`src/rtl/lsu_arb_pkg.sv`:
```
// Shared types for the LSU port arbiter.
// Holds the sequencer state encoding and master id type.
package lsu_arb_pkg;

  typedef enum logic [1:0] {
    IDLE,
    ACCESS,
    WAIT,
    RESP
  } state_e;

  typedef logic mid_t;

  localparam mid_t M0 = 1'b0;
  localparam mid_t M1 = 1'b1;

  localparam int LAT_W = 3;

  function automatic mid_t other_mid(input mid_t m);
    return ~m;
  endfunction

endpackage

```
`src/rtl/rr_arbiter2.sv`:
```
// Two-input round-robin selector.
// Pointer favours the master that did not win last time.
module rr_arbiter2
  import lsu_arb_pkg::*;
(
  input  logic       clk,
  input  logic       reset_n,
  input  logic [1:0] req,
  input  logic       update,
  output mid_t       winner,
  output logic       any_req
);

  mid_t ptr_q;

  // pick the sole requester, or the favoured one on a tie
  always_comb begin
    any_req = |req;
    winner  = M0;
    unique case (1'b1)
      (req == 2'b11): winner = ptr_q;
      (req == 2'b10): winner = M1;
      default:        winner = M0;
    endcase
  end

  // after a grant the loser becomes favoured
  always_ff @(posedge clk or posedge reset_n) begin
    if (reset_n) begin
      ptr_q <= M0;
    end else if (update && any_req) begin
      ptr_q <= other_mid(winner);
    end
  end

endmodule

```
`src/rtl/lsu_arbiter.sv`:
```
// Arbiter/sequencer in front of the LSU load/store port.
// One transaction at a time: grant, access, wait latency, respond.
module lsu_arbiter
  import lsu_arb_pkg::*;
#(
  parameter int RD_LATENCY = 1,
  parameter int ADDR_W     = 16
) (
  input  logic              clk,
  input  logic              reset_n,
  input  logic              m0_req,
  input  logic              m0_we,
  input  logic [ADDR_W-1:0] m0_addr,
  input  logic [31:0]       m0_wdata,
  input  logic [2:0]        m0_funct3,
  output logic              m0_gnt,
  output logic              m0_rvalid,
  output logic [31:0]       m0_rdata,
  input  logic              m1_req,
  input  logic              m1_we,
  input  logic [ADDR_W-1:0] m1_addr,
  input  logic [31:0]       m1_wdata,
  input  logic [2:0]        m1_funct3,
  output logic              m1_gnt,
  output logic              m1_rvalid,
  output logic [31:0]       m1_rdata,
  output logic [ADDR_W-1:0] lsu_addr,
  output logic [31:0]       lsu_st_data,
  output logic              lsu_wren,
  output logic [2:0]        lsu_funct3,
  input  logic [31:0]       lsu_ld_data,
  output logic              busy
);

  if (RD_LATENCY < 1 || RD_LATENCY > 7) begin : g_bad_lat
    $error("lsu_arbiter: RD_LATENCY must be 1..7");
  end

  localparam logic [LAT_W-1:0] LAT_LOAD = LAT_W'(RD_LATENCY - 1);

  state_e            state_q, state_d;
  mid_t              id_q, id_d;
  logic              we_q, we_d;
  logic [LAT_W-1:0]  cnt_q, cnt_d;

  logic [ADDR_W-1:0] addr_d;
  logic [31:0]       st_d;
  logic [2:0]        f3_d;
  logic              wren_d;
  logic              gnt0_d, gnt1_d;
  logic              rv0_d, rv1_d;
  logic [31:0]       rd0_d, rd1_d;
  logic              busy_d;

  mid_t              winner;
  logic              any_req;
  logic              upd;

  logic              sel_we;
  logic [ADDR_W-1:0] sel_addr;
  logic [31:0]       sel_wdata;
  logic [2:0]        sel_f3;

  rr_arbiter2 u_rr (
    .clk     (clk),
    .reset_n (reset_n),
    .req     ({m1_req, m0_req}),
    .update  (upd),
    .winner  (winner),
    .any_req (any_req)
  );

  // winner payload mux
  always_comb begin
    sel_we    = m0_we;
    sel_addr  = m0_addr;
    sel_wdata = m0_wdata;
    sel_f3    = m0_funct3;
    if (winner == M1) begin
      sel_we    = m1_we;
      sel_addr  = m1_addr;
      sel_wdata = m1_wdata;
      sel_f3    = m1_funct3;
    end
  end

  // next-state and next-output logic
  always_comb begin
    state_d = state_q;
    id_d    = id_q;
    we_d    = we_q;
    cnt_d   = cnt_q;
    addr_d  = lsu_addr;
    st_d    = lsu_st_data;
    f3_d    = lsu_funct3;
    wren_d  = 1'b0;
    gnt0_d  = 1'b0;
    gnt1_d  = 1'b0;
    rv0_d   = 1'b0;
    rv1_d   = 1'b0;
    rd0_d   = m0_rdata;
    rd1_d   = m1_rdata;
    upd     = 1'b0;
    unique case (state_q)
      IDLE: begin
        if (any_req) begin
          upd     = 1'b1;
          id_d    = winner;
          we_d    = sel_we;
          addr_d  = sel_addr;
          st_d    = sel_wdata;
          f3_d    = sel_f3;
          wren_d  = sel_we;
          gnt0_d  = (winner == M0);
          gnt1_d  = (winner == M1);
          state_d = ACCESS;
        end
      end
      ACCESS: begin
        cnt_d   = LAT_LOAD;
        state_d = WAIT;
      end
      WAIT: begin
        if (cnt_q == '0) begin
          state_d = RESP;
          if (id_q == M0) begin
            rv0_d = 1'b1;
            rd0_d = we_q ? 32'h0 : lsu_ld_data;
          end else begin
            rv1_d = 1'b1;
            rd1_d = we_q ? 32'h0 : lsu_ld_data;
          end
        end else begin
          cnt_d = cnt_q - LAT_W'(1);
        end
      end
      RESP: begin
        state_d = IDLE;
      end
      default: begin
        state_d = IDLE;
      end
    endcase
    busy_d = (state_d != IDLE);
  end

  // state and registered outputs
  always_ff @(posedge clk or posedge reset_n) begin
    if (reset_n) begin
      state_q     <= IDLE;
      id_q        <= M0;
      we_q        <= 1'b0;
      cnt_q       <= '0;
      lsu_addr    <= '0;
      lsu_st_data <= '0;
      lsu_funct3  <= '0;
      lsu_wren    <= 1'b0;
      m0_gnt      <= 1'b0;
      m1_gnt      <= 1'b0;
      m0_rvalid   <= 1'b0;
      m1_rvalid   <= 1'b0;
      m0_rdata    <= '0;
      m1_rdata    <= '0;
      busy        <= 1'b0;
    end else begin
      state_q     <= state_d;
      id_q        <= id_d;
      we_q        <= we_d;
      cnt_q       <= cnt_d;
      lsu_addr    <= addr_d;
      lsu_st_data <= st_d;
      lsu_funct3  <= f3_d;
      lsu_wren    <= wren_d;
      m0_gnt      <= gnt0_d;
      m1_gnt      <= gnt1_d;
      m0_rvalid   <= rv0_d;
      m1_rvalid   <= rv1_d;
      m0_rdata    <= rd0_d;
      m1_rdata    <= rd1_d;
      busy        <= busy_d;
    end
  end

endmodule

```
`config.mk`:
```
export PLATFORM = sky130hd
export DESIGN_NAME = lsu_arbiter
export DESIGN_NICKNAME = d
export VERILOG_FILES = /design/src/rtl/lsu_arb_pkg.sv /design/src/rtl/rr_arbiter2.sv /design/src/rtl/lsu_arbiter.sv
export SDC_FILE = /design/constraint.sdc
export NUM_CORES = 1
export LEC_CHECK = 0
export CAP_MARGIN = 10
export CORE_MARGIN = 10
export CORE_UTILIZATION = 55
export DETAILED_ROUTE_END_ITERATION = 8
export DONT_BUFFER_PORTS = 1
export GPL_ROUTABILITY_DRIVEN = 0
export PLACE_DENSITY = 0.73
export SYNTH_ARGS = -nofsm -noshare
export SYNTH_HDL_FRONTEND = slang
export SYNTH_SLANG_ARGS = --single-unit
```
`constraint.sdc`:
```
create_clock -name clk -period 4.3 [get_ports clk]
set_input_delay 0.645 -clock clk [delete_from_list [all_inputs] [get_ports clk]]
set_output_delay 0.645 -clock clk [all_outputs]
set_load 0.01 [all_outputs]
```
==> Word-level counts from Yosys, hierarchy flattened <==
Cells that the tools add are included.
Widths: inputs -> output; s select.
{ "totals": {"register_bits": 129, "input_bits": 140, "wordCells": 60} }
{ "classes": {"n_addsub": 1, "eq_ne": 6, "muxes": 25, "bitwise_logic": 2, "reduce_logical": 10} }
{ "ops": {"columns": ["op", "n"], "rows": [
  ["$mux 32", 2],
  ["$mux 16", 1],
  ["$mux 1", 15],
  ["$eq 2x2->1 const B", 4],
  ["$pmux 2 s4", 1],
  ["$mux 3", 2],
  ["$pmux 3 s2", 1],
  ["$reduce_and 3->1", 2],
  ["$mux 2", 2],
  ["$reduce_and 2->1", 2],
  ["$reduce_bool 2->1", 2],
  ["$logic_not 3->1", 1],
  ["$sub 3x1->3 const B", 1],
  ["$eq 2x1->1 const B", 1],
  ["$logic_not 2->1", 1],
  ["$ne 2x2->1 const B", 1],
  ["$not 1->1", 2],
  ["$pmux 1 s2", 1],
  ["$reduce_or 2->1", 1],
  ["$logic_and 1x1->1", 1]
]} }

==> Depth between registers and ports, before layout <==
Gate-level depths: netlist (run 1).
{ "depth": {"word_depth": 5, "ltp_mapped": 8} }

==> Cells and area by module <==
A second synthesis (run 1) with hierarchy kept.
{ "unflattened": {"cells_unflattened": 522, "hier_area_um2": 5677.9} }
{ "modules_own_cells": {"columns": ["module", "instances", "cells_each", "area_each_um2", "seq_area_each_um2"], "rows": [
  ["lsu_arbiter", 1, 515, 5620.4, 3203.1],
  ["rr_arbiter2", 1, 7, 57.6, 25.0]
]} }

==> Worst setup path after synthesis (run 1) <==
No wires, ideal clock.
{ "synth_timing": {"path_type": "input -> register", "start": "in m1_req", "end": "reg lsu_st_data[0]", "setup_time_ns": 0.126, "t_arrival_ns": 1.527, "slack_ns": 2.647, "path_stages": 5, "cell_sequence": "buf_2 -> o21ai_1 -> buf_2 -> and2_1 -> a221o_1"} }
{ "synth_between": {"elab_chain_len": 3} }
{ "synth_lines": {"columns": ["element", "line_no", "rtl"], "rows": [
  ["from (decl)", "lsu_arbiter.sv:19", "input logic m1_req,"],
  ["$eq 2x2->1, on equally long branches", "rr_arbiter2.sv:22, rr_arbiter2.sv:21", null],
  ["$pmux 1 s2", "rr_arbiter2.sv:20", "unique case (1'b1)"],
  ["$mux 32", "lsu_arbiter.sv:79", "if (winner == M1) begin"],
  ["to (signal assigned)", "lsu_arbiter.sv:171", "lsu_st_data <= st_d;"],
  ["to (decl)", "lsu_arbiter.sv:28", "output logic [31:0] lsu_st_data,"]
]} }
Several ways; a longest one is shown, not always the timed one.
A chain may end at the register's enable or synchronous reset.

==> Final worst setup path (run 1) <==
{ "layout_timing": {"start": "reg cnt_q[0]", "end": "reg m0_rdata[26]"} }
{ "layout_between": {"elab_chain_len": 2} }
{ "layout_lines": {"columns": ["element", "line_no", "rtl"], "rows": [
  ["from (decl)", "lsu_arbiter.sv:44", "logic [LAT_W-1:0] cnt_q, cnt_d;"],
  ["from (signal assigned)", "lsu_arbiter.sv:169", "cnt_q <= cnt_d;"],
  ["$logic_not 3->1", "lsu_arbiter.sv:124", "if (cnt_q == '0) begin"],
  ["$reduce_and 3->1 (no line)", null, null],
  ["to (signal assigned)", "lsu_arbiter.sv:178", "m0_rdata <= rd0_d;"],
  ["to (decl)", "lsu_arbiter.sv:18", "output logic [31:0] m0_rdata,"]
]} }
No other way between the ends.

==> summary.md, run 1 <==
| Metric | Value |
|---|---|
| Outcome | completed |
| DR iter-0 viols | 311 |
| Number of global-route vias before repair | 3818 |
| Seq pwr share | 47.3% |
| Post-synthesis cell type count | 27 |
| Largest net degree at the start of global routing | 68 |
| Initial Utilization | 56.8% |
| Drt first pass iters | 5 |
| I/O pin total | 261 |
| Post-Syn Area | 5270 um^2 |
| Syn Nets | 620 |
| Antenna violations before repair | 0 |
| NumNets Final | 609 |
| Clock share of power | 29.2% |
| DR DRC count | 0 |
| Yosys top cell by area | dfrtp_1 |
| Fillers | 733 |
| Commonest non-fill, non-tap cell in the layout | dfrtp_1 |
| Pwr dens | 868 nW/um^2 |
| R2r setup slk | 1.88 ns |
| Avg WL per Cell | 23.9 um |
| Cells after Synth | 475 |
| Tcrit/Tclk final | 56.2% |
| Max cap viols | 0 |
| Final Max Tran Viols | 0 |
| CP arrival | 2.78 ns |
| Area share of the largest cell type after synthesis | 61.2% |
| Final min period | 2.42 ns |
| Worst hold path class | in -> async |
| Area post-placement | 5330 um^2 |
| IO Port Bufs | 0 |
| RSZ-0062 raised after global routing | no |
| Worst setup EP type | flip-flop |
| Commonest non-fill, non-tap cells in the layout | 129 x dfrtp_1, 72 x o21ai_0, 66 x nand2_1 |
| Yosys reg bits | 129 |
| Final Cell Area | 5960 um^2 |
| # resized after CTS | 0 |
| VDD IR max | 0.000364 V |
| YS warnings | 0 |
| Switching power | 1.89 mW |
| Net switching fraction of the power | 36.5% |
| Total GRT Usage | 20.5% |
| Max-Slew Margin vs Limit | 26.9% |
| Chip Height | 118 um |
| Post-CTS Hold Buffers | 0 |
| First-pass GRT wire length | 22800 um |
| Total core area | 9280 um^2 |
| Via Count | 3639 |
| # rows | 35 |
| Clk_skew | 0.00914 ns |
| Routed WL | 14500 um |
| Worst skew pair latency | 0.50 ns |
| CTS tree | built |
| Buffer depth of the longest clock path | 2 |
| P_leak | 2.72 nW |
| Part of the Yosys area used for sequential elements | 61.2% |
| Achievable Freq | 414 MHz |
| Worst Path Required | 4.66 ns |
| Postcts setup bufs | 0 |
| Setup CP Type | reg -> reg |
| P_int | 3.28 mW |
| Synth area leaders | dfrtp_1 61%, a221o_1 8.9%, o21ai_0 6.8% |
| Layout cells sized above 1 | 8.81% |
| Hold Fails Final Rpt | 0 |
| Antenna cells | 0 |
| Crit Path Max Fanout | 38 |
| Crit path to | m0_rdata[26] |
| Vias per cell | 6.00 |
| Final TNS setup | 0 ns |
| Gr ovfl total | 0 |
| Total CTS buffers | 17 |
| CTS Root Cell | clkbuf_8 |
| Logic pwr share | 23.5% |
| Worst Setup SP | cnt_q[0] |
| Worst-Margin Slew | 1.10 ns |
| Syn avg cell area | 11.1 um^2 |
| Launch point of the worst reg-to-reg path | cnt_q[0] |
| Area Overhead vs Synth | 13.1% |
| Die width | 118 um |
| R2R cell count | 7 |
| Post-DP HPWL | 10700 um |
| Reg2reg end | m0_rdata[26] |
| Post-route ant nets | 0 |
| Clk sink count | 129 |
| Clock transition at path regs | 0.06 ns |
| Die area | 13900 um^2 |
| Startpoint Class | flip-flop |
| CTS H-Tree Depth | 4 |
| Final Setup Violations | 0 |
## area by class of cell
cell class                      count  area, um^2  share of cell area, %
Sequential cell                   129        3230                   54.2
Multi-Input combinational cell    303        1860                   31.2
Clock buffer                       19         432                   7.24
Clock inverter                     13         200                   3.36
Tap cell                          129         161                   2.71
Timing Repair Buffer                4        42.5                  0.714
Inverter                            9        36.3                  0.609
## power groups by stage
stage	combinational (mW)	clock (mW)	sequential (mW)
2_1_floorplan	1.07	0	2.25
3_5_place_dp	1.23	0	2.47
5_1_grt	1.40	1.61	2.53
3_3_place_gp	1.16	0	2.48
4_1_cts	1.23	1.54	2.47
6_report	1.22	1.51	2.45
## cell families (layout without fill, tap and decap cells)
group / Yosys count / after routing / share of synthesized area (%)
AOI/OAI and AO/OA: 139 / 139 / 18.1
adders and majority gates: 5 / 5 / 1.19
buffers and inverters: 43 / 45 / 3.87
DFF: 129 / 129 / 61.2
muxes: 1 / 1 / 0.190
and+or+nand+nor: 158 / 158 / 15.4
## per-layer routing
layer / up-vias / global-route usage (%) / part of all wire [%]
met1: 1775 / 23.1 / 38
met3: 8 / 11.0 / 12
met4: 0 / 4.79 / 0.67
met2: 224 / 33.6 / 50
li1: 1632 / - / -
met5: - / 0 / 0
## flip-flops by register name, indices dropped and copies added, names as in the netlist, 2 cells and up
signal       count
state_q          2
lsu_st_data     32
lsu_funct3       3
m0_rdata        32
m1_rdata        32
cnt_q            3
lsu_addr        16
## synth_stat cells (all sizes together)
library cell / count
a21o: 2
a21oi: 7
a221o: 47
a22o: 2
a31oi: 5
and2: 47
and3: 1
buf: 9
clkbuf: 25
dfrtp: 129
ha: 5
inv: 9
mux2i: 1
nand2: 66
nand2b: 34
nand3: 1
nand3b: 1
nor2: 6
nor2b: 1
o21a: 1
o21ai: 73
o22ai: 1
o31ai: 1
or2: 1
## how the worst min path moves through the flow
stage,from,to,slack [ns],cells past startpoint
finish,reset_n,m1_rdata[23],0.14,1
global route,reset_n,m1_rdata[23],0.20,1
CTS,reset_n,m1_rdata[23],0.17,1
detailed placement,cnt_q[0],cnt_q[0],0.50,1
global placement,cnt_q[0],cnt_q[0],0.47,1
floorplan,cnt_q[0],cnt_q[0],0.45,1
## worst max-delay path: stages (launching register included)
cell and delay [ns]:
dfrtp_1 0.40, inv_1 0.08, ha_1 0.16, ha_1 0.27
nand3b_1 0.67, buf_4 0.51, nand2_1 0.10, o21ai_0 0.08
## through the flow
step	power, mW	hold WS [ns]	setup WS [ns]	cells	utilization (%)
2_1_floorplan	3.31	0.451	0.214	475	-
3_3_place_gp	3.64	0.466	2.02	574	57.4
3_5_place_dp	3.71	0.495	1.91	574	57.4
4_1_cts	5.24	0.166	1.87	606	64.2
5_1_grt	5.54	0.198	1.60	606	64.2
6_report	5.18	0.145	1.88	606	64.2
Note: power is estimated with default switching activity, not from simulation.
==> run 2, diff against run 1 <==
- PLACE_DENSITY: 0.73 -> 0.7
- clock period: 4.3 -> 2.3 ns (I/O delays scaled with it)
==> run 2 against run 1 <==
Compared with the run above:
- hold slack worse by 0.12 ns
- sequential power is 88% higher
- combinational power is 110% higher
- die area stayed put
- sequential share of layout area is 9.3 points lower
- critical path type unchanged
==> summary.md, run 2 (synthesized netlist as in run 1, its figures left out) <==
| Metric | Value |
|---|---|
| Outcome | completed |
| P_int | 6.33 mW |
| Max cap viols | 0 |
| Post-DP HPWL | 10700 um |
| Net switching fraction of the power | 36.8% |
| P_leak | 3.22 nW |
| R2R cell count | 4 |
| Vias per cell | 5.81 |
| RSZ-0062 raised after global routing | no |
| Tcrit/Tclk final | 88.1% |
| CTS Root Cell | clkbuf_8 |
| Worst setup EP type | flip-flop |
| Area Overhead vs Synth | 36.4% |
| Worst Path Required | 2.73 ns |
| Logic pwr share | 26.1% |
| Clk sink count | 129 |
| Worst hold start | lsu_ld_data[13] |
| Launch point of the worst reg-to-reg path | state_q[0] |
| Hold Fails Final Rpt | 0 |
| Min-Delay Path Depth | 2 |
| Clock transition at path regs | 0.06 ns |
| Total GRT Usage | 24.5% |
| NumNets Final | 729 |
| Die area | 13900 um^2 |
| CP arrival | 2.46 ns |
| Finished Core Util | 77.5% |
| Post-route ant nets | 0 |
| Antenna violations before repair | 8 |
| Chip Height | 118 um |
| CTS tree | built |
| Final TNS setup | 0 ns |
| R2r setup slk | 0.27 ns |
| CTS H-Tree Depth | 4 |
| Total power | 10.0 mW |
| Reg2reg end | lsu_addr[8] |
| Commonest non-fill, non-tap cells in the layout | 129 x dfrtp_1, 117 x dlygate4sd3_1, 72 x o21ai_0 |
| Achievable Freq | 493 MHz |
| Biggest regs | lsu_st_data (32), m0_rdata (32), m1_rdata (32) |
| Worst skew pair latency | 0.51 ns |
| First-pass GRT wire length | 26900 um |
| Die width | 118 um |
| IO Port Bufs | 0 |
| Startpoint Class | flip-flop |
| Fillers | 575 |
| Number of global-route vias before repair | 4591 |
| Clk_skew | 0.0125 ns |
| Switching power | 3.68 mW |
| Pwr dens | 1390 nW/um^2 |
| VDD IR max | 0.000645 V |
| Commonest non-fill, non-tap cell in the layout | dfrtp_1 |
| Buffer depth of the longest clock path | 2 |
| DR iter-0 viols | 376 |
| Clock share of power | 28.0% |
| Final Setup Violations | 0 |
| # rows | 35 |
| Worst hold path class | in -> reg |
| CP peak stage delay | 0.85 ns |
| Worst Hold End | m1_rdata[13] |
| Crit Path Max Fanout | 50 |
| Seq pwr share | 45.9% |
| Final Max Tran Viols | 0 |
| Setup CP Type | reg -> reg |
| Final min period | 2.03 ns |
| Slowest CP cell | and3_2 |
| Max-Slew Margin vs Limit | 38.2% |
| CP cell instances | inv_1 -> ha_1 -> and3_2 -> a221o_1 |
| Avg WL per Cell | 23.2 um |
| I/O pin total | 261 |
| Gr ovfl total | 0 |
| Layout cells sized above 1 | 7.55% |
| Drt first pass iters | 5 |
| Total core area | 9280 um^2 |
| Largest net degree at the start of global routing | 76 |
| Via Count | 4256 |
| Total CTS buffers | 17 |
| Post-CTS Hold Buffers | 117 |
| # resized after CTS | 0 |
| Worst-Margin Slew | 0.927 ns |
| Routed WL | 17000 um |
| DR DRC count | 0 |
| Initial Utilization | 56.8% |
| Postcts setup bufs | 0 |
[run 2: worst max-delay path by stage]
| stage | start | endpoint | slack [ns] | cells after the start |
|---|---|---|---|---|
| CTS | state_q[0] | lsu_addr[3] | 0.34 | 4 |
| detailed placement | state_q[0] | lsu_st_data[17] | 0.37 | 4 |
| global placement | state_q[0] | lsu_addr[1] | 0.44 | 4 |
| finish | state_q[0] | lsu_addr[8] | 0.27 | 4 |
| global route | state_q[0] | lsu_addr[8] | 0.11 | 4 |
| floorplan | reset_n | busy | 0.36 | 1 |
[run 2: final cells by class]
cell class | count | area, um^2 | share of cell area (%)
Sequential cell | 129 | 3230 | 44.9
Multi-Input combinational cell | 303 | 1860 | 25.9
Timing Repair Buffer | 124 | 1260 | 17.5
Clock buffer | 19 | 442 | 6.14
Clock inverter | 12 | 180 | 2.51
Tap cell | 129 | 161 | 2.24
Inverter | 9 | 37.5 | 0.522
Antenna cell | 8 | 20.0 | 0.278
[run 2: metal layers]
metal  wire length, um  vias up  global-route usage, %
li1                  -     1891                      -
met1              5960     2064                   25.5
met2              8350      257                   39.3
met3              2140       44                   13.3
met4               574        0                   12.4
met5                 0        -                      0
[run 2: worst max-delay path, delay by kind of cell (launching register included)]
family | cells | cell delay [ns]
flops | 1 | 0.42
simple gates | 1 | 0.85
buf+inv | 1 | 0.09
compound gates | 1 | 0.31
fa+ha+maj | 1 | 0.27
[run 2: power groups by stage]
stage / Combinational [mW] / Sequential [mW] / Clock [mW]
floorplan: 1.99 / 4.20 / 0
global placement: 2.21 / 4.63 / 0
detailed placement: 2.37 / 4.62 / 0
CTS: 2.54 / 4.61 / 2.84
global route: 2.96 / 4.74 / 2.96
finish: 2.61 / 4.60 / 2.80
[run 2: per-stage QoR]
| stage | setup WS (ns) | std cells | instance area (um^2) | hold WS [ns] |
|---|---|---|---|---|
| 2_1_floorplan | 0.360 | 475 | 5280 | 0.451 |
| 3_3_place_gp | 0.438 | 577 | 5380 | 0.360 |
| 3_5_place_dp | 0.365 | 577 | 5380 | 0.370 |
| 4_1_cts | 0.338 | 725 | 7170 | 0.000836 |
| 5_1_grt | 0.114 | 733 | 7190 | 0.00765 |
| 6_report | 0.274 | 733 | 7190 | 0.0261 |
